--- config.mk ---
export PLATFORM = sky130hd
export DESIGN_NAME = core_c1_mau
export DESIGN_NICKNAME = d
export VERILOG_FILES = /design/src/rtl/core_c1_mau.sv
export SDC_FILE = /design/constraint.sdc
export NUM_CORES = 1
export LEC_CHECK = 0
export CAP_MARGIN = 5
export CELL_PAD_IN_SITES_DETAIL_PLACEMENT = 2
export CELL_PAD_IN_SITES_GLOBAL_PLACEMENT = 2
export CORE_UTILIZATION = 32
export DETAILED_ROUTE_END_ITERATION = 7
export PLACE_DENSITY_LB_ADDON = 0.1
export SLEW_MARGIN = 20
export SYNTH_ARGS = -nofsm -noshare
export SYNTH_HDL_FRONTEND = slang
export SYNTH_SLANG_ARGS = --single-unit
--- constraint.sdc ---
create_clock -name clk -period 3.9 [get_ports clk]
set_clock_uncertainty 0.1 [all_clocks]
set_input_delay 0.39 -clock clk [delete_from_list [all_inputs] [get_ports clk]]
set_output_delay 0.39 -clock clk [all_outputs]
set_load 0.01 [all_outputs]
--- src/rtl/core_c1_mau.sv ---
// Memory access unit: runs execute-stage loads/stores over a valid/ready data bus,
// stalls the pipeline until completion, extends load data and flags faults.
module core_c1_mau #(
  parameter int unsigned TIMEOUT_CYCLES = 255
) (
  input  logic        clk,
  input  logic        rst_n,
  input  logic        req_valid,
  input  logic        req_we,
  input  logic [31:0] req_addr,
  input  logic [31:0] req_wdata,
  input  logic [1:0]  req_size,
  input  logic        req_unsigned,
  input  logic [4:0]  req_rd_idx,
  output logic        mau_pause,
  output logic        mem_cmd_valid,
  input  logic        mem_cmd_ready,
  output logic [31:0] mem_cmd_addr,
  output logic        mem_cmd_we,
  output logic [31:0] mem_cmd_wdata,
  output logic [3:0]  mem_cmd_wstrb,
  input  logic        mem_rsp_valid,
  input  logic [31:0] mem_rsp_rdata,
  input  logic        mem_rsp_err,
  output logic        wb_rd_valid,
  output logic [4:0]  wb_rd_idx,
  output logic [31:0] wb_rd_data,
  output logic        exception_load_misaligned,
  output logic        exception_store_misaligned,
  output logic        exception_access_fault,
  output logic [31:0] fault_addr
);

  typedef enum logic [1:0] {IDLE, CMD, RSP, DONE} state_t;

  localparam logic [15:0] CNT_LAST = 16'(TIMEOUT_CYCLES - 1);

  state_t      state_q, state_d;
  logic        we_q, uns_q, lmis_q, smis_q, err_q, tout_q;
  logic [31:0] addr_q, wdata_q, rdata_q;
  logic [1:0]  size_q;
  logic [4:0]  rd_q;
  logic [15:0] cnt_q;
  logic        req_mis, cnt_hit;

  always_comb begin
    case (req_size)
      2'b00:   req_mis = 1'b0;
      2'b01:   req_mis = req_addr[0];
      default: req_mis = |req_addr[1:0];
    endcase
  end

  assign cnt_hit = (cnt_q == CNT_LAST);

  always_ff @(posedge clk or negedge rst_n) begin
    if (!rst_n) state_q <= IDLE;
    else        state_q <= state_d;
  end

  always_comb begin
    state_d = state_q;
    case (state_q)
      IDLE: if (req_valid) state_d = req_mis ? DONE : CMD;
      CMD:  if (mem_cmd_ready) state_d = RSP;
      RSP:  if (mem_rsp_valid || cnt_hit) state_d = DONE;
      DONE: state_d = IDLE;
      default: state_d = IDLE;
    endcase
  end

  // fault_addr is loaded on entry to DONE so it is valid alongside the exception pulse.
  always_ff @(posedge clk or negedge rst_n) begin
    if (!rst_n) begin
      we_q       <= 1'b0;
      uns_q      <= 1'b0;
      lmis_q     <= 1'b0;
      smis_q     <= 1'b0;
      err_q      <= 1'b0;
      tout_q     <= 1'b0;
      addr_q     <= '0;
      wdata_q    <= '0;
      rdata_q    <= '0;
      size_q     <= '0;
      rd_q       <= '0;
      cnt_q      <= '0;
      fault_addr <= '0;
    end else begin
      case (state_q)
        IDLE: if (req_valid) begin
          we_q    <= req_we;
          uns_q   <= req_unsigned;
          addr_q  <= req_addr;
          wdata_q <= req_wdata;
          size_q  <= req_size;
          rd_q    <= req_rd_idx;
          lmis_q  <= req_mis && !req_we;
          smis_q  <= req_mis && req_we;
          err_q   <= 1'b0;
          tout_q  <= 1'b0;
          rdata_q <= '0;
          if (req_mis) fault_addr <= req_addr;
        end
        CMD: if (mem_cmd_ready) cnt_q <= '0;
        RSP: begin
          if (mem_rsp_valid) begin
            rdata_q <= mem_rsp_rdata;
            err_q   <= mem_rsp_err;
            if (mem_rsp_err) fault_addr <= addr_q;
          end else if (cnt_hit) begin
            tout_q     <= 1'b1;
            fault_addr <= addr_q;
          end else begin
            cnt_q <= cnt_q + 16'd1;
          end
        end
        default: ;
      endcase
    end
  end

  logic [31:0] st_data, ld_data;
  logic [3:0]  st_strb;
  logic [7:0]  ld_b;
  logic [15:0] ld_h;
  logic        wb_ok;

  always_comb begin
    case (size_q)
      2'b00: begin
        st_data = {4{wdata_q[7:0]}};
        st_strb = 4'b0001 << addr_q[1:0];
      end
      2'b01: begin
        st_data = {2{wdata_q[15:0]}};
        st_strb = 4'b0011 << addr_q[1:0];
      end
      default: begin
        st_data = wdata_q;
        st_strb = 4'b1111;
      end
    endcase
  end

  always_comb begin
    case (addr_q[1:0])
      2'b00:   ld_b = rdata_q[7:0];
      2'b01:   ld_b = rdata_q[15:8];
      2'b10:   ld_b = rdata_q[23:16];
      default: ld_b = rdata_q[31:24];
    endcase
    ld_h = addr_q[1] ? rdata_q[31:16] : rdata_q[15:0];
    case (size_q)
      2'b00:   ld_data = uns_q ? {24'b0, ld_b} : {{24{ld_b[7]}}, ld_b};
      2'b01:   ld_data = uns_q ? {16'b0, ld_h} : {{16{ld_h[15]}}, ld_h};
      default: ld_data = rdata_q;
    endcase
  end

  assign wb_ok = (state_q == DONE) && !we_q && !lmis_q && !err_q && !tout_q && (rd_q != 5'd0);

  always_comb begin
    mau_pause     = 1'b0;
    mem_cmd_valid = 1'b0;
    mem_cmd_addr  = '0;
    mem_cmd_we    = 1'b0;
    mem_cmd_wdata = '0;
    mem_cmd_wstrb = '0;
    case (state_q)
      IDLE: mau_pause = req_valid;
      CMD: begin
        mau_pause     = 1'b1;
        mem_cmd_valid = 1'b1;
        mem_cmd_addr  = {addr_q[31:2], 2'b00};
        mem_cmd_we    = we_q;
        mem_cmd_wdata = we_q ? st_data : '0;
        mem_cmd_wstrb = we_q ? st_strb : '0;
      end
      RSP:     mau_pause = 1'b1;
      default: ;
    endcase
  end

  assign wb_rd_valid = wb_ok;
  assign wb_rd_idx   = wb_ok ? rd_q : '0;
  assign wb_rd_data  = wb_ok ? ld_data : '0;

  assign exception_load_misaligned  = (state_q == DONE) && lmis_q;
  assign exception_store_misaligned = (state_q == DONE) && smis_q;
  assign exception_access_fault     = (state_q == DONE) && (err_q || tout_q);

endmodule

==> impl_metrics.tcl, run 1 <==
set metrics [dict create \
    outcome "finished, violations left" \
    violations "negative hold slack" \
    grt_start_max_net_pins 104 \
    dpl_cell_area_um2 11200 \
    grt.total_usage_pct 23.1 \
    hold_viol 21 \
    endpoint_kind "output pin" \
    whs_ns -0.0805 \
    max_stage_delay_ns 0.66 \
    grt_overflow 0 \
    wl_mm 29.7 \
    start_kind "register" \
    netlist_area_um2 8320 \
    critPathSlowestCell "clkdlybuf4s50_1" \
    h-tree-depth 4 \
    ys_seq_elements 159 \
    fin_cells 1318 \
    gp_congestion 0.768 \
    hpwl_mm 21.1 \
    yosysTopAreaCell "dfrtp_1" \
    numCtsBuffers 17 \
    worst_pin_slew_ns 1.05 \
    dp_cells 1286 \
    fmax_mhz 282 \
    critical_path.cell_chain "ha_1, and3_1, nand2_1, a2111oi_0, clkdlybuf4s50_1" \
    initial_core_util_pct 32.9 \
    die-area_um2 26700 \
    fin_crit_ns 3.55 \
    cts.repair.resized 0 \
    wl_per_cell_um 22.6 \
    cap_violations 0 \
    grt_pass1_wl_mm 46.8 \
    holdBufCountCts 0 \
    area_growth_pct 41.4 \
    yosys_warnings 0 \
    rsz0062_at_grt "no" \
    drive_gt1_share_pct 20.5 \
    post_cts_buffers 0 \
    utilization_pct 46.5 \
    critical-path-top-delay-family "simple AND/OR/NAND/NOR gates" \
    p_leak_nw 4.86 \
    cts-root-buf "clkbuf_16" \
    arrival_ns 3.06 \
    power.density_nw_per_um2 802 \
    io_pins 255 \
    n_antenna_cell 0 \
    cts.sink_count 159 \
    final_max_slew_viol_count 0 \
    synth.distinct_cells 49 \
    final_area_um2 11800 \
    synth_seq_area_share_pct 47.8 \
    drt_first_pass_iters 4 \
    synth_area_leaders "dfrtp_1 (48%), mux2_2 (19%), a22o_1 (4.3%)" \
    crit_type "register to output pin" \
    antenna_found_initial 5 \
    hold_path_class "input port to async pin" \
    async_flop_share_pct 100 \
    path_buf_inv 1 \
    synth_top_cell_area_share_pct 47.8 \
    clkLatencyLatePin_ns 0.42 \
    finalPower_mw 9.44 \
    clk_pin_slew_worst_paths_ns 0.08 \
    syn_inst 744 \
    route.detailed.drc 0 \
    die_h_um 163 \
    layout.nets 1093 \
    worstPathRequired_ns 3.41 \
    synthFlopType "dfrtp_1" \
    vias_per_cell 5.33 \
    rows 58 \
    synth_area_per_cell_um2 11.2 \
    fin_ws_ns 0.350 \
    dp_slack_ns 0.808 \
    cts_tree "yes" \
    synth-edff-count 0 \
    num_vias 7027 \
    io_buffers 252 \
    route.antenna.remaining_nets 0 \
    tns_ns 0 \
    die_x_um 163 \
    first_iter_violations 392 \
    ir_drop_mv 0.350 \
    crit_fanout 17 \
    period_share_pct 91.0 \
    core_um2 25300 \
    max_slew_margin_pct 29.7 \
    clock_path_buffers 2 \
    grt_pass1_vias 8085 \
    setup_viol 0 \
]
==> routing by layer <==
layer | share of wire (%) | routed length (um) | GRT usage (%) | vias to the layer above
met3 | 6.5 | 1940 | 6.63 | 45
met2 | 51 | 15100 | 40.2 | 201
met1 | 41 | 12100 | 27.2 | 3626
met4 | 2.0 | 598 | 7.14 | 8
met5 | 0.18 | 55 | 0 | -
li1 | - | - | - | 3147
==> state kept, by name, summed over array words and instances (netlist names) <==
name and flops:
state_q 2, addr_q 32, err_q 1, cnt_q 16, we_q 1, size_q 2
uns_q 1, rdata_q 32, lmis_q 1, tout_q 1, wdata_q 32, rd_q 5
smis_q 1, fault_addr 32
==> final cells by class <==
class / instances / area, um2
clock buffers: 17 / 425
multi-input cells: 503 / 4020
inverters: 27 / 101
repair buffers: 267 / 2640
fillers: 2556 / 13600
clock inverters: 15 / 189
flip-flops and latches: 159 / 3980
well taps: 330 / 413
==> cell usage after synthesis, drive strengths merged (2+ instances only) <==
library cell	number
dfrtp	159
mux2	138
a21oi	55
nor2	45
a22o	41
clkbuf	41
nand2	39
and2	38
inv	27
mux2i	22
buf	15
and3	11
o22ai	9
a22oi	8
mux4	8
nand3	8
a2111oi	7
ha	7
o31ai	7
or4	7
o21ai	6
nand4	5
nand2b	4
nor2b	4
nor3	4
o311ai	4
o211ai	3
or3	3
nor4	2
o41ai	2
==> kinds of logic after synthesis <==
logic type / synth area share (%)
fa+ha+maj: 1.05
mux: 23.5
other cells: 0.0450
flops: 47.8
simple gates: 11.0
compound gates: 12.6
buf+inv: 4.10
==> worst register-to-register path: cells and delay by family, from the launching register on <==
family                 cells  cell delay [ns]
AND/OR/NAND/NOR            2             1.19
AO/OA/AOI/OAI              1             0.39
multiplexers               1             0.43
flip-flops                 1             0.44
buffers and inverters      1             0.46
==> worst paths after layout <==
check	from	to	slack, ns	cells past startpoint
min in group clk	fault_addr[15]	fault_addr[15]	0.40	1
max in group asynchronous	rst_n	wdata_q[21]	2.74	2
worst min-delay path	rst_n	rdata_q[13]	-0.08	1
worst max register to register	cnt_q[11]	fault_addr[26]	0.79	5
worst min register to register	fault_addr[15]	fault_addr[15]	0.40	1
worst max-delay path	state_q[0]	wb_rd_data[0]	0.35	5
==> placed cells by master, fill, tap and decap left out, drive strengths merged, types with 5 or more instances in the layout <==
| master | count |
|---|---|
| inv | 35 |
| and2 | 38 |
| mux4 | 8 |
| or4 | 7 |
| nor2 | 45 |
| and3 | 11 |
| a21oi | 55 |
| nand4 | 5 |
| mux2 | 138 |
| nand3 | 8 |
| o31ai | 7 |
| o22ai | 9 |
| clkbuf | 17 |
| a22o | 41 |
| clkdlybuf4s50 | 251 |
| a22oi | 8 |
| o21ai | 6 |
| clkinv | 5 |
| mux2i | 22 |
| dfrtp | 159 |
| a2111oi | 7 |
| ha | 7 |
| nand2 | 39 |
| buf | 16 |
==> power breakdown <==
group          internal [mW]  total (mW)  switching (mW)
logic                   2.43        4.57            2.14
registers               2.40        3.12           0.723
clock network          0.926        1.75           0.826
(Power assumes the default switching activity.)
==> run 2: changes to the inputs <==
CORE_MARGIN = 3   (was default)
GPL_TIMING_DRIVEN = 0   (was default)
TNS_END_PERCENT = 30   (was default)
==> run 2 against run 1 <==
Net effect: the run now ends clean; cell area up 1.5%; die area up 5.0%; register-to-register slack better by 0.16 ns; critical endpoint is now wb_rd_data[6].
==> impl_metrics.tcl, run 2 (synthesized netlist as in run 1, its figures left out) <==
set metrics [dict create \
    outcome "finished clean" \
    route.antenna.remaining_nets 0 \
    cts-root-buf "clkbuf_16" \
    die_x_um 167 \
    critical_path.cell_chain "clkbuf_1, clkbuf_1, mux4_2, nor2_1, a2111oi_0, clkdlybuf4s50_1" \
    wl_per_cell_um 22.6 \
    route.detailed.drc 0 \
    crit_type "register to output pin" \
    grt_pass1_vias 7899 \
    layout.nets 1138 \
    worst_pin_slew_ns 0.853 \
    grt_pass1_wl_mm 47.9 \
    grt_overflow 0 \
    clkLatencyLatePin_ns 0.44 \
    grt_start_max_net_pins 86 \
    vias_per_cell 5.24 \
    fillCellCount 2661 \
    utilization_pct 47.0 \
    start_kind "register" \
    n_antenna_cell 0 \
    ir_drop_mv 0.376 \
    hpwl_mm 22.3 \
    wl_mm 30.8 \
    fmax_mhz 260 \
    period_share_pct 98.6 \
    drive_gt1_share_pct 19.1 \
    hold_path_class "register to register" \
    drt_first_pass_iters 4 \
    max_stage_delay_ns 0.66 \
    fin_ws_ns 0.0539 \
    crit_top_cell "clkbuf_1" \
    io_buffers 252 \
    critPathSlowestCell "a2111oi_0" \
    dp_cells 1329 \
    max_slew_margin_pct 43.1 \
    endpoint_kind "output pin" \
    power.density_nw_per_um2 801 \
    antenna_found_initial 3 \
    num_vias 7145 \
    h-tree-depth 4 \
    dp_slack_ns 0.432 \
    clk_pin_slew_worst_paths_ns 0.07 \
    rsz0062_at_grt "yes" \
    die-area_um2 28000 \
    cap_violations 0 \
    mostFrequentLayoutCell "clkdlybuf4s50_1" \
    core_um2 25400 \
    cts_tree "yes" \
    critical-path-top-delay-family "buffers and inverters" \
    cts.sink_count 159 \
    initial_core_util_pct 32.8 \
    first_iter_violations 389 \
    clock_path_buffers 2 \
    die_h_um 167 \
    setup_viol 0 \
    path_buf_inv 3 \
    io_pins 255 \
    crit_fanout 10 \
    area_growth_pct 43.5 \
    grt.total_usage_pct 21.9 \
    final_cell_mix "clkdlybuf4s50_1 (251), dfrtp_1 (159), mux2_2 (137), a21oi_1 (55), nor2_1 (44)" \
    fin_cells 1363 \
    p_leak_nw 4.91 \
    fin_crit_ns 3.85 \
    final_max_slew_viol_count 0 \
    tns_ns 0 \
    worstPathRequired_ns 3.41 \
    numCtsBuffers 17 \
    arrival_ns 3.36 \
    whs_ns 0.396 \
    gp_congestion 0.802 \
    rows 58 \
    hold_viol 0 \
]
-- run 2: layout make-up --
| type | count | area (um2) | share of cell area, % |
|---|---|---|---|
| buffer | 55 | 240 | 2.01 |
| clock buffer | 17 | 425 | 3.56 |
| clock inverter | 15 | 180 | 1.51 |
| inverter | 27 | 101 | 0.849 |
| multi-input combinational | 503 | 4020 | 33.6 |
| sequential | 159 | 3980 | 33.3 |
| tap | 330 | 413 | 3.46 |
| timing repair buffer | 257 | 2590 | 21.7 |
-- run 2: worst register-to-register path, delay by kind of cell (launching register included) --
family | cells | cell delay, ns
AO/OA/AOI/OAI | 1 | 0.50
buffers and inverters | 1 | 0.24
flip-flops | 1 | 0.45
multiplexers | 1 | 0.35
AND/OR/NAND/NOR | 2 | 1.18
-- run 2: metal layers --
layer,up-vias,GRT usage (%),part of all wire (%),wire length (um)
met5,-,0,0.11,34
met4,6,4.70,1.3,401
met3,26,6.21,5.9,1810
met2,174,37.4,50,15500
met1,3697,27.8,42,13000
li1,3242,-,-,-
-- run 2: power by group --
part / switching, mW / internal [mW]
Clock: 0.841 / 0.869
Sequential: 0.606 / 2.40
Combinational: 2.35 / 2.50
-- run 2: final timing paths --
check | from | endpoint | slack [ns] | cells after the start
max | addr_q[0] | wb_rd_data[6] | 0.05 | 6
min in group asynchronous | rst_n | rdata_q[18] | 0.45 | 2
max reg2reg | cnt_q[8] | fault_addr[29] | 0.95 | 5
min reg2reg | smis_q | smis_q | 0.40 | 2
min | smis_q | smis_q | 0.40 | 2
max in group asynchronous | rst_n | wdata_q[7] | 2.39 | 3
-- run 2: repair_timing --
item / CTS / global route
pin swaps: 0 / 1
setup buffers: 0 / 2
hold buffers: 1 / 0
hold endpoints to repair: 84 / 0
setup endpoints to repair: 4 / 20
resized for setup: 2 / 4
-- run 2: per-stage QoR --
stage	cell area, um2	total power [mW]
final	11900	9.57
after global routing	11900	10.2
after CTS	11900	9.67
after detailed placement	11300	7.88
after global placement	11300	7.73
after floorplan	8330	5.74
==> run 3: changes to the inputs <==
TNS_END_PERCENT = 50   (was 30)
==> results of run 3 <==
Same layout as run 2: the final DEF is identical, and so are final timing and power.
